`config.mk`:
```
export PLATFORM = sky130hd
export DESIGN_NAME = msx_bus_cycle_ctrl_flat
export DESIGN_NICKNAME = d
export VERILOG_FILES = /design/src/rtl/msx_bus_cycle_ctrl_pkg.sv /design/src/rtl/msx_bus_cycle_ctrl_if.sv /design/src/rtl/msx_bus_cycle_ctrl_sample_prescaler.sv /design/src/rtl/msx_bus_cycle_ctrl.sv /design/src/flat_wrapper.sv
export SDC_FILE = /design/constraint.sdc
export NUM_CORES = 1
export LEC_CHECK = 0
export BUFFER_PORTS_ARGS = -buffer_cell sky130_fd_sc_hd__buf_2
export CAP_MARGIN = 20
export CORE_UTILIZATION = 48
export DETAILED_ROUTE_END_ITERATION = 10
export PLACE_DENSITY = 0.76
export SETUP_SLACK_MARGIN = 0.1
export SKIP_LAST_GASP = 1
export SYNTH_ARGS = -nofsm -noshare
export SYNTH_HDL_FRONTEND = slang
export SYNTH_SLANG_ARGS = --single-unit
```
`constraint.sdc`:
```
create_clock -name clk -period 2.4 [get_ports clk]
set_clock_uncertainty 0.15 [all_clocks]
set_input_delay 0.12 -clock clk [delete_from_list [all_inputs] [get_ports clk]]
set_output_delay 0.12 -clock clk [all_outputs]
set_load 0.02 [all_outputs]
```
`src/rtl/msx_bus_cycle_ctrl_pkg.sv`:
```
// ---------------------------------------------------------------------------
// msx_bus_pkg
// Shared definitions for the MSX cartridge-slot bus cycle controller:
//   bus_state_t    - controller FSM state encoding
//   OPEN_BUS       - value presented on the data bus when nothing drives it
//   DEFAULT_ADDR_W - default width of the slot address bus
// ---------------------------------------------------------------------------
package msx_bus_pkg;

    typedef enum logic [2:0] {
        ST_IDLE    = 3'd0,
        ST_LATCH   = 3'd1,
        ST_REQ     = 3'd2,
        ST_DRIVE   = 3'd3,
        ST_RELEASE = 3'd4
    } bus_state_t;

    localparam logic [7:0] OPEN_BUS       = 8'hFF;
    localparam int         DEFAULT_ADDR_W = 16;

endpackage

```
`src/rtl/msx_bus_cycle_ctrl_if.sv`:
```
// ---------------------------------------------------------------------------
// msx_bus_cycle_ctrl_if
// Bundles the filtered MSX edge-connector pins and the internal
// request/ack handshake of the bus cycle controller.
//   master : the controller (samples pins, drives bus data / wait / request)
//   slave  : the environment (pin filter bank outputs, internal responder)
// Signals:
//   sltsl_n, iorq_n, rd_n, wr_n, addr, bus_din   filtered bus inputs
//   bus_dout, bus_doe, wait_n                     bus-side outputs
//   req, req_wr, req_io, req_addr, req_wdata      request towards internal side
//   ack, rdata                                    completion from internal side
//   err                                           timeout / illegal strobe pulse
// ---------------------------------------------------------------------------
interface msx_bus_cycle_ctrl_if
    import msx_bus_pkg::*;
#(
    parameter int ADDR_W = DEFAULT_ADDR_W
);
    logic              sltsl_n;
    logic              iorq_n;
    logic              rd_n;
    logic              wr_n;
    logic [ADDR_W-1:0] addr;
    logic [7:0]        bus_din;
    logic [7:0]        bus_dout;
    logic              bus_doe;
    logic              wait_n;
    logic              req;
    logic              req_wr;
    logic              req_io;
    logic [ADDR_W-1:0] req_addr;
    logic [7:0]        req_wdata;
    logic              ack;
    logic [7:0]        rdata;
    logic              err;

    modport master (
        input  sltsl_n, iorq_n, rd_n, wr_n, addr, bus_din, ack, rdata,
        output bus_dout, bus_doe, wait_n, req, req_wr, req_io, req_addr,
               req_wdata, err
    );

    modport slave (
        output sltsl_n, iorq_n, rd_n, wr_n, addr, bus_din, ack, rdata,
        input  bus_dout, bus_doe, wait_n, req, req_wr, req_io, req_addr,
               req_wdata, err
    );

endinterface

```
`src/rtl/msx_bus_cycle_ctrl_sample_prescaler.sv`:
```
// ---------------------------------------------------------------------------
// sample_prescaler
// Generates the one-clk sample strobe for the GPIO pin filter bank.
// The counter runs 0..PRESCALE-1 and wraps; filt_ena is high for the clk
// in which the count equals PRESCALE-1. With PRESCALE=1 the strobe is
// permanently high once reset is released.
// Ports:
//   clk       system clock
//   reset_n   asynchronous active-low reset
//   filt_ena  registered sample strobe
// ---------------------------------------------------------------------------
module sample_prescaler #(
    parameter int PRESCALE = 2
) (
    input  logic clk,
    input  logic reset_n,
    output logic filt_ena
);

    localparam int            CW   = (PRESCALE > 1) ? $clog2(PRESCALE) : 1;
    localparam logic [CW-1:0] LAST = CW'(PRESCALE - 1);

    logic [CW-1:0] cnt;
    logic [CW-1:0] cnt_nxt;

    always_comb begin
        cnt_nxt = (cnt == LAST) ? '0 : cnt + CW'(1);
    end

    // filt_ena is registered from the next count so it lines up with cnt.
    always_ff @(posedge clk or negedge reset_n) begin
        if (!reset_n) begin
            cnt      <= '0;
            filt_ena <= 1'b0;
        end else begin
            cnt      <= cnt_nxt;
            filt_ena <= (cnt_nxt == LAST);
        end
    end

endmodule

```
`src/rtl/msx_bus_cycle_ctrl.sv`:
```
// ---------------------------------------------------------------------------
// msx_bus_cycle_ctrl
// Sequences MSX cartridge-slot memory and I/O cycles into single held
// requests on the internal request/ack interface, drives read data back
// onto the bus, and recovers from a missing ack with a timeout.
//
// Optional feature (macro MSX_WAIT_STRETCH_EN):
//   defined   - wait_n is pulled low in LATCH and REQ so the Z80 is stretched
//               until ack or timeout.
//   undefined - wait_n stays high; ack must land inside the native strobe.
//
// Ports:
//   clk       system clock
//   reset_n   asynchronous active-low reset
//   filt_ena  sample strobe to the pin filter bank
//   bus       msx_bus_cycle_ctrl_if.master (pins, request/ack, err)
//
// state      | meaning
// -----------+-----------------------------------------------------------
// ST_IDLE    | waiting for a selected cycle with exactly one strobe
// ST_LATCH   | one clk: capture address/data/direction, clear timeout
// ST_REQ     | req held until ack or timeout
// ST_DRIVE   | read data driven onto the bus until rd_n rises or deselect
// ST_RELEASE | bus released, waiting for both strobes high
// ---------------------------------------------------------------------------
module msx_bus_cycle_ctrl
    import msx_bus_pkg::*;
#(
    parameter int PRESCALE    = 2,
    parameter int TIMEOUT_CYC = 64,
    parameter int ADDR_W      = DEFAULT_ADDR_W
) (
    input  logic                clk,
    input  logic                reset_n,
    output logic                filt_ena,
    msx_bus_cycle_ctrl_if.master bus
);

`ifdef MSX_WAIT_STRETCH_EN
    localparam bit STRETCH = 1'b1;
`else
    localparam bit STRETCH = 1'b0;
`endif

    localparam int            TW      = (TIMEOUT_CYC > 1) ? $clog2(TIMEOUT_CYC) : 1;
    localparam logic [TW-1:0] TO_LAST = TW'(TIMEOUT_CYC - 1);

    bus_state_t        state;
    logic [TW-1:0]     to_cnt;
    logic              req_q;
    logic              req_wr_q;
    logic              req_io_q;
    logic [ADDR_W-1:0] req_addr_q;
    logic [7:0]        req_wdata_q;
    logic [7:0]        bus_dout_q;
    logic              bus_doe_q;
    logic              wait_q;
    logic              err_q;
    logic              aborted;
    logic              illegal_seen;

    logic sel;
    logic rd;
    logic wr;
    logic strobe;
    logic both_strobes;
    logic abort_now;
    logic go_drive;

    assign sel          = ~bus.sltsl_n | ~bus.iorq_n;
    assign rd           = ~bus.rd_n;
    assign wr           = ~bus.wr_n;
    assign strobe       = rd | wr;
    assign both_strobes = rd & wr;

    // A strobe released on the completion clk itself also counts as abort.
    assign abort_now = aborted | ~strobe;
    assign go_drive  = ~req_wr_q & ~abort_now;

    sample_prescaler #(
        .PRESCALE (PRESCALE)
    ) u_prescaler (
        .clk      (clk),
        .reset_n  (reset_n),
        .filt_ena (filt_ena)
    );

    always_ff @(posedge clk or negedge reset_n) begin
        if (!reset_n) begin
            state        <= ST_IDLE;
            to_cnt       <= '0;
            req_q        <= 1'b0;
            req_wr_q     <= 1'b0;
            req_io_q     <= 1'b0;
            req_addr_q   <= '0;
            req_wdata_q  <= 8'h00;
            bus_dout_q   <= OPEN_BUS;
            bus_doe_q    <= 1'b0;
            wait_q       <= 1'b1;
            err_q        <= 1'b0;
            aborted      <= 1'b0;
            illegal_seen <= 1'b0;
        end else begin
            err_q <= 1'b0;
            case (state)
                ST_IDLE: begin
                    if (sel && both_strobes) begin
                        // One err pulse per illegal episode, not one per clk.
                        if (!illegal_seen) begin
                            err_q <= 1'b1;
                        end
                        illegal_seen <= 1'b1;
                    end else begin
                        illegal_seen <= 1'b0;
                        if (sel && strobe) begin
                            state  <= ST_LATCH;
                            wait_q <= ~STRETCH;
                        end
                    end
                end

                ST_LATCH: begin
                    req_addr_q  <= bus.addr;
                    req_wdata_q <= bus.bus_din;
                    req_wr_q    <= wr;
                    req_io_q    <= ~bus.iorq_n;
                    to_cnt      <= '0;
                    aborted     <= 1'b0;
                    req_q       <= 1'b1;
                    state       <= ST_REQ;
                end

                ST_REQ: begin
                    if (!strobe) begin
                        aborted <= 1'b1;
                    end
                    if (bus.ack || (to_cnt == TO_LAST)) begin
                        req_q     <= 1'b0;
                        wait_q    <= 1'b1;
                        bus_doe_q <= go_drive;
                        state     <= go_drive ? ST_DRIVE : ST_RELEASE;
                        if (bus.ack) begin
                            if (!req_wr_q) begin
                                bus_dout_q <= bus.rdata;
                            end
                        end else begin
                            err_q      <= 1'b1;
                            bus_dout_q <= OPEN_BUS;
                        end
                    end else begin
                        to_cnt <= to_cnt + TW'(1);
                    end
                end

                ST_DRIVE: begin
                    if (bus.rd_n || !sel) begin
                        bus_doe_q <= 1'b0;
                        state     <= ST_RELEASE;
                    end
                end

                ST_RELEASE: begin
                    if (bus.rd_n && bus.wr_n) begin
                        state <= ST_IDLE;
                    end
                end

                default: begin
                    state <= ST_IDLE;
                end
            endcase
        end
    end

    assign bus.req       = req_q;
    assign bus.req_wr    = req_wr_q;
    assign bus.req_io    = req_io_q;
    assign bus.req_addr  = req_addr_q;
    assign bus.req_wdata = req_wdata_q;
    assign bus.bus_dout  = bus_dout_q;
    assign bus.bus_doe   = bus_doe_q;
    assign bus.wait_n    = wait_q;
    assign bus.err       = err_q;

endmodule

```
`src/flat_wrapper.sv`:
```
// flat-port wrapper written by rule: the top's interface ports become plain ports
module msx_bus_cycle_ctrl_flat import msx_bus_pkg::*;
#(
    parameter int PRESCALE    = 2,
    parameter int TIMEOUT_CYC = 64,
    parameter int ADDR_W      = DEFAULT_ADDR_W
)
  (clk, reset_n, filt_ena, bus_sltsl_n, bus_iorq_n, bus_rd_n, bus_wr_n, bus_addr, bus_bus_din, bus_ack, bus_rdata, bus_bus_dout, bus_bus_doe, bus_wait_n, bus_req, bus_req_wr, bus_req_io, bus_req_addr, bus_req_wdata, bus_err);
  msx_bus_cycle_ctrl_if #(.ADDR_W(ADDR_W)) bus_i ();
  input  logic clk;
  input  logic reset_n;
  output logic filt_ena;
  input wire logic [$bits(bus_i.sltsl_n)-1:0] bus_sltsl_n;
  input wire logic [$bits(bus_i.iorq_n)-1:0] bus_iorq_n;
  input wire logic [$bits(bus_i.rd_n)-1:0] bus_rd_n;
  input wire logic [$bits(bus_i.wr_n)-1:0] bus_wr_n;
  input wire logic [$bits(bus_i.addr)-1:0] bus_addr;
  input wire logic [$bits(bus_i.bus_din)-1:0] bus_bus_din;
  input wire logic [$bits(bus_i.ack)-1:0] bus_ack;
  input wire logic [$bits(bus_i.rdata)-1:0] bus_rdata;
  output wire logic [$bits(bus_i.bus_dout)-1:0] bus_bus_dout;
  output wire logic [$bits(bus_i.bus_doe)-1:0] bus_bus_doe;
  output wire logic [$bits(bus_i.wait_n)-1:0] bus_wait_n;
  output wire logic [$bits(bus_i.req)-1:0] bus_req;
  output wire logic [$bits(bus_i.req_wr)-1:0] bus_req_wr;
  output wire logic [$bits(bus_i.req_io)-1:0] bus_req_io;
  output wire logic [$bits(bus_i.req_addr)-1:0] bus_req_addr;
  output wire logic [$bits(bus_i.req_wdata)-1:0] bus_req_wdata;
  output wire logic [$bits(bus_i.err)-1:0] bus_err;
  assign bus_i.sltsl_n = bus_sltsl_n;
  assign bus_i.iorq_n = bus_iorq_n;
  assign bus_i.rd_n = bus_rd_n;
  assign bus_i.wr_n = bus_wr_n;
  assign bus_i.addr = bus_addr;
  assign bus_i.bus_din = bus_bus_din;
  assign bus_i.ack = bus_ack;
  assign bus_i.rdata = bus_rdata;
  assign bus_bus_dout = bus_i.bus_dout;
  assign bus_bus_doe = bus_i.bus_doe;
  assign bus_wait_n = bus_i.wait_n;
  assign bus_req = bus_i.req;
  assign bus_req_wr = bus_i.req_wr;
  assign bus_req_io = bus_i.req_io;
  assign bus_req_addr = bus_i.req_addr;
  assign bus_req_wdata = bus_i.req_wdata;
  assign bus_err = bus_i.err;
  msx_bus_cycle_ctrl #(.PRESCALE(PRESCALE), .TIMEOUT_CYC(TIMEOUT_CYC), .ADDR_W(ADDR_W)) u_core (.clk(clk), .reset_n(reset_n), .filt_ena(filt_ena), .bus(bus_i));
endmodule
```
# --- Word level (Yosys, flattened, before mapping) ---
# Cells that the tools add are included.
word_totals:
  elab_cells: 87
  output_inout_bits: 39
  inputBits: 39
  reg_bits: 50
classes:
  bitwise: 12
  eq_ne: 13
  n_reduce_logical: 17
  n_mux: 29
  addsub: 2
op_table:
  columns: ["cell", "n"]
  rows:
  - ["2-to-1 mux 3 bit", 6]
  - ["2-to-1 mux 8 bit", 2]
  - ["case mux 3 bit (5 select lines)", 1]
  - ["2-to-1 mux 1 bit", 13]
  - ["case mux 6 bit (2 select lines)", 1]
  - ["case mux 1 bit (2 select lines)", 5]
  - ["inequality test 2 x 1 -> 1 bit, second input constant", 4]
  - ["inequality test 2 bit, second input constant", 4]
  - ["inverter 1 bit", 7]
  - ["adder 6 x 1 -> 6 bit, second input constant", 1]
  - ["== test 3 x 2 -> 1 bit, second input constant", 2]
  - ["== test 6 bit, second input constant", 1]
  - ["2-to-1 mux 6 bit", 1]
  - ["AND reduction 2 bit", 3]
  - ["AND reduction 3 bit", 2]
  - ["nonzero test 2 bit", 3]
  - ["AND reduction 5 bit", 1]
  - ["AND reduction 4 bit", 1]
  - ["== test 3 x 1 -> 1 bit, second input constant", 1]
  - ["== test 3 bit, second input constant", 1]
  - ["logical AND 1 bit", 3]
  - ["logical NOT 3 bit", 1]
  - ["OR 1 bit", 3]
  - ["bitwise AND 1 bit", 2]
  - ["other kinds (3)", 4]

# --- Longest topological paths before layout ---
depth:
  word_depth: 9
  ltp_mapped: 7
  mapped_depth_nobuf: 5

# --- Hierarchy ---
# A second synthesis with hierarchy kept.
unflattened:
  cells_unflattened: 223
  area_unflattened_um2: 2113.3
by_module_without_submodules:
  columns: ["mod", "cells_per_inst", "instances", "area_per_inst_um2", "seq_area_each_um2"]
  rows:
  - ["msx_bus_cycle_ctrl", 221, 1, 2084.5, 1211.2]
  - ["sample_prescaler", 2, 1, 28.8, 25.0]

# --- Worst setup path before layout ---
# OpenSTA, ideal clock, no wires.
synth_path:
  path_kind: "register -> register"
  from: "reg u_core.state[2]"
  to: "reg u_core.to_cnt[5]"
  setup_time_ns: 0.078
  arrival_time_ns: 1.540
  synth_period_minus_slack_ns: 1.768
  n_path_buf: 1
  path_slack_ns: 0.632
  required_time_ns: 2.172
  stages_incl_launch_ff: 6
  cell_sequence: "dfrtp_1 > buf_6 > nor4b_4 > o21ai_2 > or4_1 > a21oi_1"
synth_via:
  elab_chain_cells: 3
  word_cells_on_any_way: 6
  classes_between: "eq/ne: 3; mux: 1; reduce/logical: 2"
synth_lines:
  columns: ["item", "line_no", "text"]
  rows:
  - ["start, declared", "msx_bus_cycle_ctrl.sv:48", "bus_state_t state;"]
  - ["start signal, assigned", "msx_bus_cycle_ctrl.sv:141", "state <= go_drive ? ST_DRIVE : ST_RELEASE;"]
  - ["== test 3 x 2 -> 1 bit / == test 3 x 1 -> 1 bit (equally long branches)", "msx_bus_cycle_ctrl.sv:105", "case (state)"]
  - ["inequality test 2 bit (no line) / nonzero test 2 bit (equally long branches)", null, null]
  - ["AND reduction 2 bit (no line)", null, null]
  - ["end signal, assigned", "msx_bus_cycle_ctrl.sv:151", "to_cnt <= to_cnt + TW'(1);"]
  - ["end, declared", "msx_bus_cycle_ctrl.sv:49", "logic [TW-1:0] to_cnt;"]
# Parallel ways exist; a longest one is shown, timed or not.
# A chain may end at the register's enable or synchronous reset.

# --- Worst setup path in the final report ---
layout_path:
  from: "reg u_core.state[0]"
  to: "reg u_core.to_cnt[5]"
# Same word-level chain as after synthesis.

==> key figures <==
Min path
  – Min-Delay Path Class: primary input to register
  – Startpoint of the lowest-slack hold path: bus_sltsl_n
  – Worst Hold Depth: 4

Floorplanning
  – Die Span Y: 67.60 um
  – Placeable Area: 4058 sq um
  – Die Footprint: 4570 sq um
  – Overall die width: a little under 70 um
  – Count of boundary I/O pins: a little under 80
  – Effective utilization at floorplan: 0.5091
  – Row count: 23

Worst setup path
  – Setup Crit Path Kind: register to register
  – Required arrival time at the worst endpoint: 2.48 ns
  – Path depth of the worst reg2reg path: 4
  – Timing endpoint of the critical path: u_core.to_cnt[5]
  – Startpoint Class: register
  – Worst flop-to-flop path startpoint: u_core.state[0]
  – Critical Path Start: u_core.state[0]
  – Maximum fanout count along the critical path: 15
  – Nature of the critical path endpoint: register
  – R2R Setup Slk: 0.48 ns
  – Worst flop-to-flop path endpoint: u_core.to_cnt[5]
  – Arrival time reported for the critical path endpoint: about 2 ns

STA
  – Share of the clock period used by the worst path: 0.7984
  – Achievable frequency: 521.9 MHz
  – Normalized max-slew margin: 0.4765
  – Number of setup violations in the final report: 0
  – Min Clock Period, post-route: 1.916 ns
  – Setup repair after global routing missed its margin: no
  – Post-route setup slack: 0.4839 ns
  – Final slew viol count: 0
  – Setup TNS: 0 ns
  – Hold Violations, Final: 0
  – Slew at the pin closest to its max-slew limit: 0.7853 ns

GRT
  – Via count of the first global-routing pass: 1,840
  – Total routing usage reported by global routing: 0.2430
  – Overflow after GRT: 0
  – Pin count of the biggest net entering global routing: 38
  – Number of antenna violations at the first check in global routing: 0
  – Global-route wire length before repair: around 8.1 mm

Drt
  – Routed wirelength normalized by instance count: 13.31 um
  – Via count of the routed design: 1,916
  – Pre-antenna DRT Iters: 4
  – DRC: 0
  – DRT Wirelength: 5.046 mm
  – Iter 0 DRT Violations: between 100 and 150
  – Post-detailed-route count of antenna-violating nets: 0
  – Per-cell via count in the routed design: just over 5

Synth
  – Cell Area, Synth: about 2100 sq um
  – Synthesis Warnings: 0
  – Fraction of registers with async set or reset after synthesis: 1.000
  – Netlist cell types: 39
  – Net count after synthesis: about 260
  – Number of synthesized flops with an enable pin: 0
  – Mean post-synth cell area: 9.608 sq um
  – Number of storage elements in the synthesis netlist: 49
  – Leading register cell type out of synthesis: sky130_fd_sc_hd__dfrtp_1
  – Gate Count Post-Synth: 215
  – Seq/Total Area, Yosys: 0.5984

Power
  – Maximum VDD drop: 0.6818 mV
  – Leak Pwr: 1.515 nW
  – Pwr Total: ~3.6 mW
  – Pwr per Cell Area: 1216 nW/um^2

Clock tree
  – Clock Path Buffers: 2
  – Clk sink count: 49
  – Total clock buffers created by CTS: 5
  – Clock transition at the registers of the reported paths: approximately 0.08 ns
  – Skew-Pair Late Insertion Delay: 0.30 ns
  – Clock tree root driver cell: sky130_fd_sc_hd__clkbuf_8
  – Number of H-tree levels: 2
  – CTS tree: yes

Finish
  – Share of the core filled with cells: 0.7296
  – Sequential cell area in the final layout: 1236 sq um
  – Number of diodes: 0
  – Footprint of the multi-input gates: about 760 sq um
  – Synthesis-to-finish area growth: 43.31%
  – Count of fill cells added during filler insertion: 298
  – Fraction of final layout cells with drive strength greater than 1: 0.3009
  – Final layout net count: 368

Place
  – Placer's final routability congestion estimate: 0.8471
  – PortBufs: 76
  – Setup Slack @ Placement: 0.4963 ns
  – Estimated wirelength of the detail-placed design: 3.018 mm

Run status
  – Result of the run: finished clean

Job
  – Max cap viols: 0
cells in the final DEF (no fill, tap or decap), types with 2 or more instances in the layout:
cell                            Yosys  routed
sky130_fd_sc_hd__dlygate4sd3_1      0      36
sky130_fd_sc_hd__dfrtp_1           41      41
sky130_fd_sc_hd__nand2_1           84      84
sky130_fd_sc_hd__dfstp_2            8       8
sky130_fd_sc_hd__a21oi_1            4       4
sky130_fd_sc_hd__nand3_1            4       4
sky130_fd_sc_hd__buf_2              1      76
sky130_fd_sc_hd__o21ai_1            3       3
sky130_fd_sc_hd__o21ai_0            6       6
sky130_fd_sc_hd__o22a_1             8       8
sky130_fd_sc_hd__and2_1             3       3
sky130_fd_sc_hd__nor2_1             6       6
sky130_fd_sc_hd__a211o_1            2       2
sky130_fd_sc_hd__inv_1              6       6
sky130_fd_sc_hd__o22ai_1            2       2
sky130_fd_sc_hd__nor3_1             6       6
sky130_fd_sc_hd__nand4_1            2       2
sky130_fd_sc_hd__buf_4              1       4
sky130_fd_sc_hd__clkbuf_8           0       5
Yosys cell counts (all sizes together), types with 2 or more instances:
cell	number	share of area
a211o	2	0.0085
a21oi	4	0.0097
and2	3	0.0091
buf	3	0.012
clkbuf	7	0.013
dfrtp	41	0.50
dfstp	8	0.10
inv	6	0.011
nand2	84	0.15
nand3	4	0.0097
nand4	2	0.0061
nor2	6	0.011
nor3	6	0.015
o21ai	10	0.026
o22a	8	0.034
o22ai	2	0.0061
how the worst min path moves through the flow:
stage	slack, ns	end
6_report	0.04	u_core.state[0]
5_1_grt	0.05	u_core.state[0]
4_1_cts	0.03	u_core.state[0]
3_5_place_dp	0.10	u_core.bus.req
3_3_place_gp	0.1	u_core.bus.req
2_1_floorplan	-0.33	u_core.aborted
area by class of cell:
| type | instances | share of cell area |
|---|---|---|
| Inverter | 6 | 0.007608 |
| Sequential cell | 49 | 0.4176 |
| Multi-Input combinational cell | 150 | 0.2557 |
| Tap cell | 50 | 0.02113 |
| Timing Repair Buffer | 116 | 0.2604 |
| Clock buffer | 6 | 0.02451 |
| Clock inverter | 2 | 0.01310 |
power breakdown:
part	total, mW	internal, mW	switching, mW
sequential	1.48	1.22	0.253
clock	0.577	0.313	0.264
combinational	1.55	0.569	0.978
total	3.60	2.11	1.50
worst max-delay path, cell delays in order, from the launching register on:
cell	delay [ns]
sky130_fd_sc_hd__dfrtp_1	0.55
sky130_fd_sc_hd__nor4b_4	0.33
sky130_fd_sc_hd__o21ai_2	0.18
sky130_fd_sc_hd__or4_1	0.49
sky130_fd_sc_hd__a21oi_1	0.15
layer usage:
| metal | part of all wire | global-route usage | vias up | wire length, um |
|---|---|---|---|---|
| met5 | 0 | 0 | - | 0 |
| met4 | 0.016 | 0.1011 | 0 | 82 |
| met2 | 0.49 | 0.4171 | 78 | 2473 |
| met3 | 0.059 | 0.05068 | 9 | 300 |
| met1 | 0.43 | 0.2937 | 896 | 2188 |
| li1 | - | - | 933 | - |
flip-flops by register name, indices dropped and copies added, names as in the netlist:
| signal | flops |
|---|---|
| u_core.bus.req_io | 1 |
| u_core.bus.req_wdata | 8 |
| u_core.bus.bus_doe | 1 |
| u_core.bus.bus_dout | 8 |
| u_core.state | 3 |
| u_core.u_prescaler.cnt | 1 |
| u_core.bus.req | 1 |
| u_core.bus.req_wr | 1 |
| u_core.aborted | 1 |
| u_core.illegal_seen | 1 |
| u_core.bus.req_addr | 16 |
| u_core.to_cnt | 6 |
| u_core.bus.err | 1 |
per-stage QoR:
step,hold slack [ns],area (sq um),std cells
floorplan,-0.3256,2066,215
global placement,0.09991,2489,335
detailed placement,0.1003,2489,335
CTS,0.03289,2960,379
global route,0.05091,2960,379
finish,0.04142,2960,379
cell families (layout without fill, tap and decap cells):
group,count (synthesis),in the layout,synth area share
fa+ha+maj,1,1,0.006056
compound gates,33,33,0.1109
mux,2,2,0.01030
simple gates,112,112,0.2332
flops,49,49,0.5984
buf+inv,16,130,0.03513
xor+xnor,1,1,0.004241
other cells,1,1,0.001815
what timing repair did:
| action | in CTS | in global routing |
|---|---|---|
| hold buffers | 36 | 0 |
| setup buffers | 0 | 0 |
| resized for setup | 0 | 0 |
| endpoints found under the hold margin | 62 | 0 |
Note: power is estimated with default switching activity, not from simulation.
